File: src/rtl/chip_bus_pkg.sv
// ============================================================================
// Module      : chip_bus_pkg
// Description : Shared types, default widths and parity helper for the
//               chip_bus responder.
// Revision    : 1.0 - initial release
// ============================================================================
`default_nettype none

package chip_bus_pkg;

    localparam int CHIP_BUS_ADDR_W  = 8;
    localparam int CHIP_BUS_DATA_W  = 32;
    // Widest vector the parity helper accepts; callers zero-extend.
    localparam int PARITY_MAX_W     = 128;

    typedef enum logic [1:0] {
        ST_IDLE = 2'd0,
        ST_WAIT = 2'd1,
        ST_RESP = 2'd2
    } state_t;

    // Even parity bit: makes the total count of ones (data + bit) even.
    function automatic logic even_parity(input logic [PARITY_MAX_W-1:0] vec);
        return ^vec;
    endfunction

endpackage

`default_nettype wire

File: src/rtl/chip_bus_ram.sv
// ============================================================================
// Module      : chip_bus_ram
// Description : Single-port synchronous storage, DEPTH x DATA_W, with write
//               enable and registered read data. Contents are not reset.
// Revision    : 1.0 - initial release
// ============================================================================
`default_nettype none

module chip_bus_ram #(
    parameter int DEPTH  = 64,
    parameter int DATA_W = 32,
    parameter int AW     = (DEPTH > 1) ? $clog2(DEPTH) : 1
) (
    input  logic              clock,
    input  logic              en,
    input  logic              we,
    input  logic [AW-1:0]     addr,
    input  logic [DATA_W-1:0] wdata,
    output logic [DATA_W-1:0] rdata
);

    logic [DATA_W-1:0] mem [DEPTH];

    // One access per enabled edge: write the word, or register the read word.
    always_ff @(posedge clock) begin
        if (en) begin
            if (we) begin
                mem[addr] <= wdata;
            end else begin
                rdata <= mem[addr];
            end
        end
    end

endmodule

`default_nettype wire

File: src/rtl/chip_bus_mem_responder.sv
// ============================================================================
// Module      : chip_bus_mem_responder
// Description : Responder end of the chip_bus cache protocol. Accepts one
//               read/write request at a time, waits WAIT_STATES cycles, then
//               presents a response held until rsp_ready.
//               Optional request/response parity: define CHIP_BUS_PARITY_EN.
// Revision    : 1.0 - initial release
// ============================================================================
`default_nettype none

module chip_bus_mem_responder
    import chip_bus_pkg::*;
#(
    parameter int ADDR_W      = CHIP_BUS_ADDR_W,
    parameter int DATA_W      = CHIP_BUS_DATA_W,
    parameter int DEPTH       = 64,
    parameter int WAIT_STATES = 2
) (
    input  logic              clock,
    input  logic              reset,
    input  logic              req,
    input  logic              req_write,
    input  logic [ADDR_W-1:0] req_addr,
    input  logic [DATA_W-1:0] req_wdata,
`ifdef CHIP_BUS_PARITY_EN
    input  logic              req_parity,
    output logic              rsp_parity,
`endif
    output logic              req_ready,
    output logic              rsp_valid,
    output logic [DATA_W-1:0] rsp_rdata,
    output logic              rsp_err,
    input  logic              rsp_ready
);

    localparam int RAM_AW = (DEPTH > 1) ? $clog2(DEPTH) : 1;
    localparam int CNT_W  = (WAIT_STATES > 1) ? $clog2(WAIT_STATES) : 1;
    localparam logic [ADDR_W:0] DEPTH_LIMIT = (ADDR_W+1)'(DEPTH);
    localparam logic [CNT_W-1:0] CNT_LOAD   = CNT_W'(WAIT_STATES - 1);

    state_t             state;
    logic [CNT_W-1:0]   wait_cnt;
    logic               resp_err;
    logic               resp_write;

    logic               accept;
    logic               commit;
    logic               live_bad;
    logic               c_write;
    logic [RAM_AW-1:0]  c_addr;
    logic [DATA_W-1:0]  c_wdata;
    logic               c_bad;
    logic [DATA_W-1:0]  ram_rdata;

    assign req_ready = (state == ST_IDLE) && !reset;
    assign accept    = (state == ST_IDLE) && req;

`ifdef CHIP_BUS_PARITY_EN
    assign live_bad = ({1'b0, req_addr} >= DEPTH_LIMIT) ||
                      (req_parity != even_parity(PARITY_MAX_W'({req_write, req_addr, req_wdata})));
`else
    assign live_bad = ({1'b0, req_addr} >= DEPTH_LIMIT);
`endif

    // Commit happens on the edge that enters RESP: straight from IDLE with
    // no wait states (live inputs), otherwise from WAIT (latched request).
    generate
        if (WAIT_STATES == 0) begin : g_no_wait
            assign commit  = accept;
            assign c_write = req_write;
            assign c_addr  = req_addr[RAM_AW-1:0];
            assign c_wdata = req_wdata;
            assign c_bad   = live_bad;
        end else begin : g_wait
            logic              lat_write;
            logic [RAM_AW-1:0] lat_addr;
            logic [DATA_W-1:0] lat_wdata;
            logic              lat_bad;

            // Capture the request at acceptance; inputs are ignored afterwards.
            always_ff @(posedge clock) begin
                if (reset) begin
                    lat_write <= 1'b0;
                    lat_addr  <= '0;
                    lat_wdata <= '0;
                    lat_bad   <= 1'b0;
                end else if (accept) begin
                    lat_write <= req_write;
                    lat_addr  <= req_addr[RAM_AW-1:0];
                    lat_wdata <= req_wdata;
                    lat_bad   <= live_bad;
                end
            end

            assign commit  = (state == ST_WAIT) && (wait_cnt == '0);
            assign c_write = lat_write;
            assign c_addr  = lat_addr;
            assign c_wdata = lat_wdata;
            assign c_bad   = lat_bad;
        end
    endgenerate

    chip_bus_ram #(
        .DEPTH  (DEPTH),
        .DATA_W (DATA_W),
        .AW     (RAM_AW)
    ) u_ram (
        .clock  (clock),
        .en     (commit && !c_bad && !reset),
        .we     (c_write),
        .addr   (c_addr),
        .wdata  (c_wdata),
        .rdata  (ram_rdata)
    );

    // Request/response sequencing and wait-state counting.
    always_ff @(posedge clock) begin
        if (reset) begin
            state      <= ST_IDLE;
            wait_cnt   <= '0;
            resp_err   <= 1'b0;
            resp_write <= 1'b0;
        end else begin
            case (state)
                ST_IDLE: begin
                    if (req) begin
                        if (WAIT_STATES == 0) begin
                            state <= ST_RESP;
                        end else begin
                            state    <= ST_WAIT;
                            wait_cnt <= CNT_LOAD;
                        end
                    end
                end
                ST_WAIT: begin
                    if (wait_cnt == '0) begin
                        state <= ST_RESP;
                    end else begin
                        wait_cnt <= wait_cnt - 1'b1;
                    end
                end
                ST_RESP: begin
                    if (rsp_ready) begin
                        state <= ST_IDLE;
                    end
                end
                default: state <= ST_IDLE;
            endcase
            if (commit) begin
                resp_err   <= c_bad;
                resp_write <= c_write;
            end
        end
    end

    // Response fields are only meaningful in RESP; read data only for good reads.
    assign rsp_valid = (state == ST_RESP);
    assign rsp_err   = rsp_valid && resp_err;
    assign rsp_rdata = (rsp_valid && !resp_err && !resp_write) ? ram_rdata : '0;

`ifdef CHIP_BUS_PARITY_EN
    assign rsp_parity = even_parity(PARITY_MAX_W'({rsp_err, rsp_rdata}));
`endif

endmodule

`default_nettype wire

File: config.mk
export PLATFORM = sky130hd
export DESIGN_NAME = chip_bus_mem_responder
export DESIGN_NICKNAME = d
export VERILOG_FILES = /design/src/rtl/chip_bus_pkg.sv /design/src/rtl/chip_bus_ram.sv /design/src/rtl/chip_bus_mem_responder.sv
export SDC_FILE = /design/constraint.sdc
export NUM_CORES = 2
export LEC_CHECK = 0
export ABC_CLOCK_PERIOD_IN_PS = 6400
export BUFFER_PORTS_ARGS = -buffer_cell sky130_fd_sc_hd__buf_2
export CORE_ASPECT_RATIO = 1.75
export CORE_UTILIZATION = 55
export DETAILED_ROUTE_END_ITERATION = 8
export GPL_TIMING_DRIVEN = 0
export PLACE_DENSITY = 0.71
export SYNTH_ARGS = -nofsm -noshare
export SYNTH_HDL_FRONTEND = slang
export SYNTH_SLANG_ARGS = --single-unit
export TNS_END_PERCENT = 10
File: constraint.sdc
create_clock -name clock -period 6.4 [get_ports clock]
set_input_delay 0.64 -clock clock [delete_from_list [all_inputs] [get_ports clock]]
set_output_delay 0.64 -clock clock [all_outputs]
set_load 0.005 [all_outputs]
==> results.txt <==
For this design the static power due to leakage is around 28 nW. In this run the most critical hold path is launched from req_wdata[31]. Static timing analysis puts the maximum clock frequency at around 0.17 GHz. The worst setup path is of the register to register kind.

The wire length of the first global-routing pass is 358 mm. The highest ir drop seen on vdd came out at ~0.00029 V. The maximum cell stage delay along the critical path is approximately 1100 ps.

The arrival time at the worst endpoint is roughly 6500 ps. The number of cells produced by synthesis came out at 4,514. The largest net degree at the start of global routing is 66. The number of hold buffers added after CTS was 0.

The switching share of power came out at 0.238. The largest delay contributor family on the critical path is buffers and inverters. The slowest library cell on the worst path is nor4_1. The deepest level of the CTS H-tree came out at 4.

The maximum fanout along the worst path came out at 10. After synthesis, the share of flip-flops with an asynchronous set or reset is 0. Dividing the detail-routed via count by the number of cells gives 7.04. The dominant cell type by count on the critical path is clkbuf_1. The net switching power figure is approximately 6.6 mW. For this run, the share of the core covered by cells in the final layout is 0.629. The most used flip-flop cell after synthesis is edfxtp_1. Setup repair after global routing left no endpoint under its margin. The part of the total power dissipated in the clock network is 0.369. For the worst setup path, the data required time is between 6000 and 7000 ps. The total nets after synthesis is 4,559.

The buffer levels on the longest clock path came out at 3. The final layout contains 4,912 nets. The combinational fraction of design power is 0.072. The post-synth design cell area is 79,800 µm². TritonCTS built the clock tree.

The total of cells resized after clock tree synthesis is 0. The element type at the critical path start is a register. The worst path needs a little over 6000 ps of the cycle, external delays included.

The wire length the detailed router placed on met1 came out at about 78 mm. The number of buffers added on ports came out at 79. The met2 wire length came out at 127 mm. The total routing usage reported by global routing came out at 0.359.

The total chip power is 27.9 mW. The region available for standard cell placement spans 144,000 µm². The sequential-to-total area share from yosys stat is 0.794. The number of buffers and inverters on the critical path came out at 4.

The max-slew violation total from the final report is 25. Counting the buffers created by CTS gives 170. The final reports fail on DRC, capacitance limit, slew limit. Once layout is done, the placed cells without fillers occupy about 90,000 µm².

Walking the worst path, the cells encountered are clkbuf_1, clkbuf_1, nand2_1, clkbuf_1, clkbuf_1, a31oi_1, nor4_1, nand4b_1. After detailed routing, the number of remaining DRC violations is 1. The final setup violation count is 0. The clock-pin slew of the registers on the worst-case setup and hold paths came out at 70 ps. The worst hold slack is 15.7 ps.

The areal power density over the cells is about 310 nW/µm². The worst setup path is captured at a register. The count of maximum capacitance violations is 5. The layout overhead on the synthesized area is 13.4%. The share of final-layout standard cells stronger than drive strength 1 is 0.156.

The clock tree root driver cell is clkbuf_16. The final clock period utilization by the worst path came out at 0.945. The number of nets with antenna violations after routing came out at 0. The number of DRC violations after detailed-routing iteration 0 is slightly below 9,000. The horizontal die dimension came out at 290 µm.

The pre-antenna-repair detailed-routing pass consisted of 9 iterations. The number of placement rows is about 180. The sink of the worst hold path is c_wdata[31].

The area after detailed placement came out at 85,100 µm². The worst reg-to-reg path cell count came out at 8. The routed via count came out at 48,400.

The number of hold violations in the final report came out at 0. The Yosys warning count came out at 0. The terminus of the critical flop-to-flop path is u_ram.rdata[3]. Post-CTS timing repair inserted 0 buffers for setup. The average wire per standard cell is 38.5 µm. At the end of routability-driven placement, the weighted congestion stood at 1.06. The average cell area after synthesis came out at between 15 and 20 µm². The number of enable flip-flop cells after synthesis came out at 2,080. The synthesized flop and latch total came out at ~2,100.

The distinct cell type count after synthesis is between 50 and 60. The slew of the pin with the lowest slew margin is 1720 ps. The total I/O pin count came out at 80.

Clock tree synthesis found a total of 2,125 sinks. Wire segments on met3 add up to about 31 mm in the final route. The internal portion of the total power is 21.2 mW. The initial antenna violation count came out at 26. The number of global-route vias before repair is 47,100. The final routed wirelength across all metal layers came out at approximately 260 mm. The clock arrives with 47.9 ps of skew. The run finished, with violations left. The class of the worst hold path is input port to register. The half-perimeter wire length after detailed placement came out at 177 mm. Headroom to the max-slew limit came out at -0.155.

The overall overflow remaining after global route came out at 0. Of the total power, registers draw 0.559. The initial cell density of the core is 0.555. After routing, the total negative slack on setup checks comes to 0 ps.

The vertical die dimension came out at 506 µm. The slack of the worst reg-to-reg path came out at about 350 ps. The launching point of the worst reg2reg path is c_addr[5]. The die footprint is 147,000 µm². The highest layer touched by signal routing is met5. The clock insertion delay at the later pin of the skew report is around 860 ps. The worst hold path depth came out at 3.
[final cells by class]
cell class              instances  area (µm²)
clock buffers                 220        4550
repair buffers                181        2360
inverters                       4        17.5
flip-flops and latches       2125       63500
fillers                      9629       53400
multi-input cells            2063       15600
well taps                    1860        2330
plain buffers                 322        1400
clock inverters                96         753
diodes                         13        32.5
[layer usage]
metal / vias to the layer above / GRT usage
li1: 19300 / -
met1: 24100 / 0.382
met2: 3988 / 0.589
met3: 1095 / 0.0998
met4: 12 / 0.315
met5: - / 0
[synthesized netlist by cell type, types with 3 or more instances]
cell type / number / area, µm²
a2111oi_0: 27 / 236
a211oi_1: 17 / 128
a21oi_1: 197 / 986
a221oi_1: 168 / 1470
a222oi_1: 3 / 30.0
a22o_1: 76 / 666
a22oi_1: 426 / 3200
a31oi_1: 67 / 419
and2_1: 34 / 213
buf_1: 36 / 135
buf_2: 96 / 480
buf_4: 15 / 113
clkbuf_1: 173 / 649
dfxtp_1: 45 / 901
edfxtp_1: 2080 / 62500
inv_1: 3 / 11.3
mux2_2: 47 / 529
mux2i_1: 171 / 1710
mux4_2: 67 / 1510
nand2_1: 190 / 713
nand2_4: 8 / 90.1
nand2b_1: 6 / 37.5
nand3_1: 18 / 90.1
nand4_1: 3 / 18.8
nand4b_1: 14 / 123
nor2_1: 171 / 642
nor2b_1: 10 / 62.6
nor3_1: 23 / 115
nor4_1: 30 / 188
o211ai_1: 16 / 120
o21ai_0: 58 / 290
o21ai_1: 4 / 20.0
o221ai_1: 4 / 35.0
o22a_1: 13 / 114
o22ai_1: 145 / 907
o32ai_1: 4 / 35.0
or2_2: 4 / 25.0
or3_1: 19 / 119
[flip-flops by register name (all words and copies together) (netlist names)]
register / cells
u_ram.rdata: 32
c_write: 1
c_addr: 6
wait_cnt: 1
resp_write: 1
u_ram.mem: 2048
c_bad: 1
resp_err: 1
c_wdata: 32
state: 2
[metrics by stage]
stage	setup WS (ps)	cells
floorplan	1920	4514
detailed placement	1100	6552
global placement	-548	6453
global route	774	6872
finish	350	6884
CTS	1080	6868
[power groups by stage]
stage | combinational [mW] | sequential (mW) | clock, mW
2_1_floorplan | 0.898 | 15.8 | 0
5_1_grt | 1.99 | 15.6 | 10.7
6_report | 2.00 | 15.6 | 10.3
3_3_place_gp | 1.67 | 16.0 | 0
3_5_place_dp | 1.86 | 15.9 | 0
4_1_cts | 1.87 | 15.6 | 10.2
[cell usage in the layout (no fill, tap or decap), drive strengths merged, types with 45 or more instances in the layout]
master  count
a22o       76
clkbuf    393
o22ai     145
a221oi    168
clkinv     77
buf       329
mux4       67
a31oi      67
mux2       48
edfxtp   2080
a21oi     197
dfxtp      45
a22oi     426
nor2      171
mux2i     171
nand2     198
o21ai      62
[kinds of logic (layout without fill, tap and decap cells)]
kind of cell | Yosys count | count (layout) | share of synthesized area
AO/OA/AOI/OAI | 1231 | 1231 | 0.109
multiplexers | 286 | 286 | 0.0471
buffers and inverters | 326 | 823 | 0.0178
AND/OR/NAND/NOR | 546 | 546 | 0.0323
other | 0 | 13 | 0
flip-flops | 2125 | 2125 | 0.794
[tightest hold or removal path: cells and delay by family]
kind / cells / cell delay [ps]
compound gates: 1 / 50
buf+inv: 1 / 90
simple gates: 1 / 40
[worst max-delay path by stage]
stage | from | depth (start not counted) | end | slack (ps)
final | c_addr[5] | 8 | u_ram.rdata[3] | 350
after global routing | c_addr[5] | 8 | u_ram.rdata[3] | 770
after CTS | c_addr[4] | 7 | u_ram.rdata[26] | 1080
after detailed placement | c_addr[4] | 7 | u_ram.rdata[26] | 1100
after global placement | reset | 3 | u_ram.rdata[23] | -550
after floorplan | state[0] | 5 | u_ram.rdata[0] | 1920
Note: power is estimated with default switching activity, not from simulation.
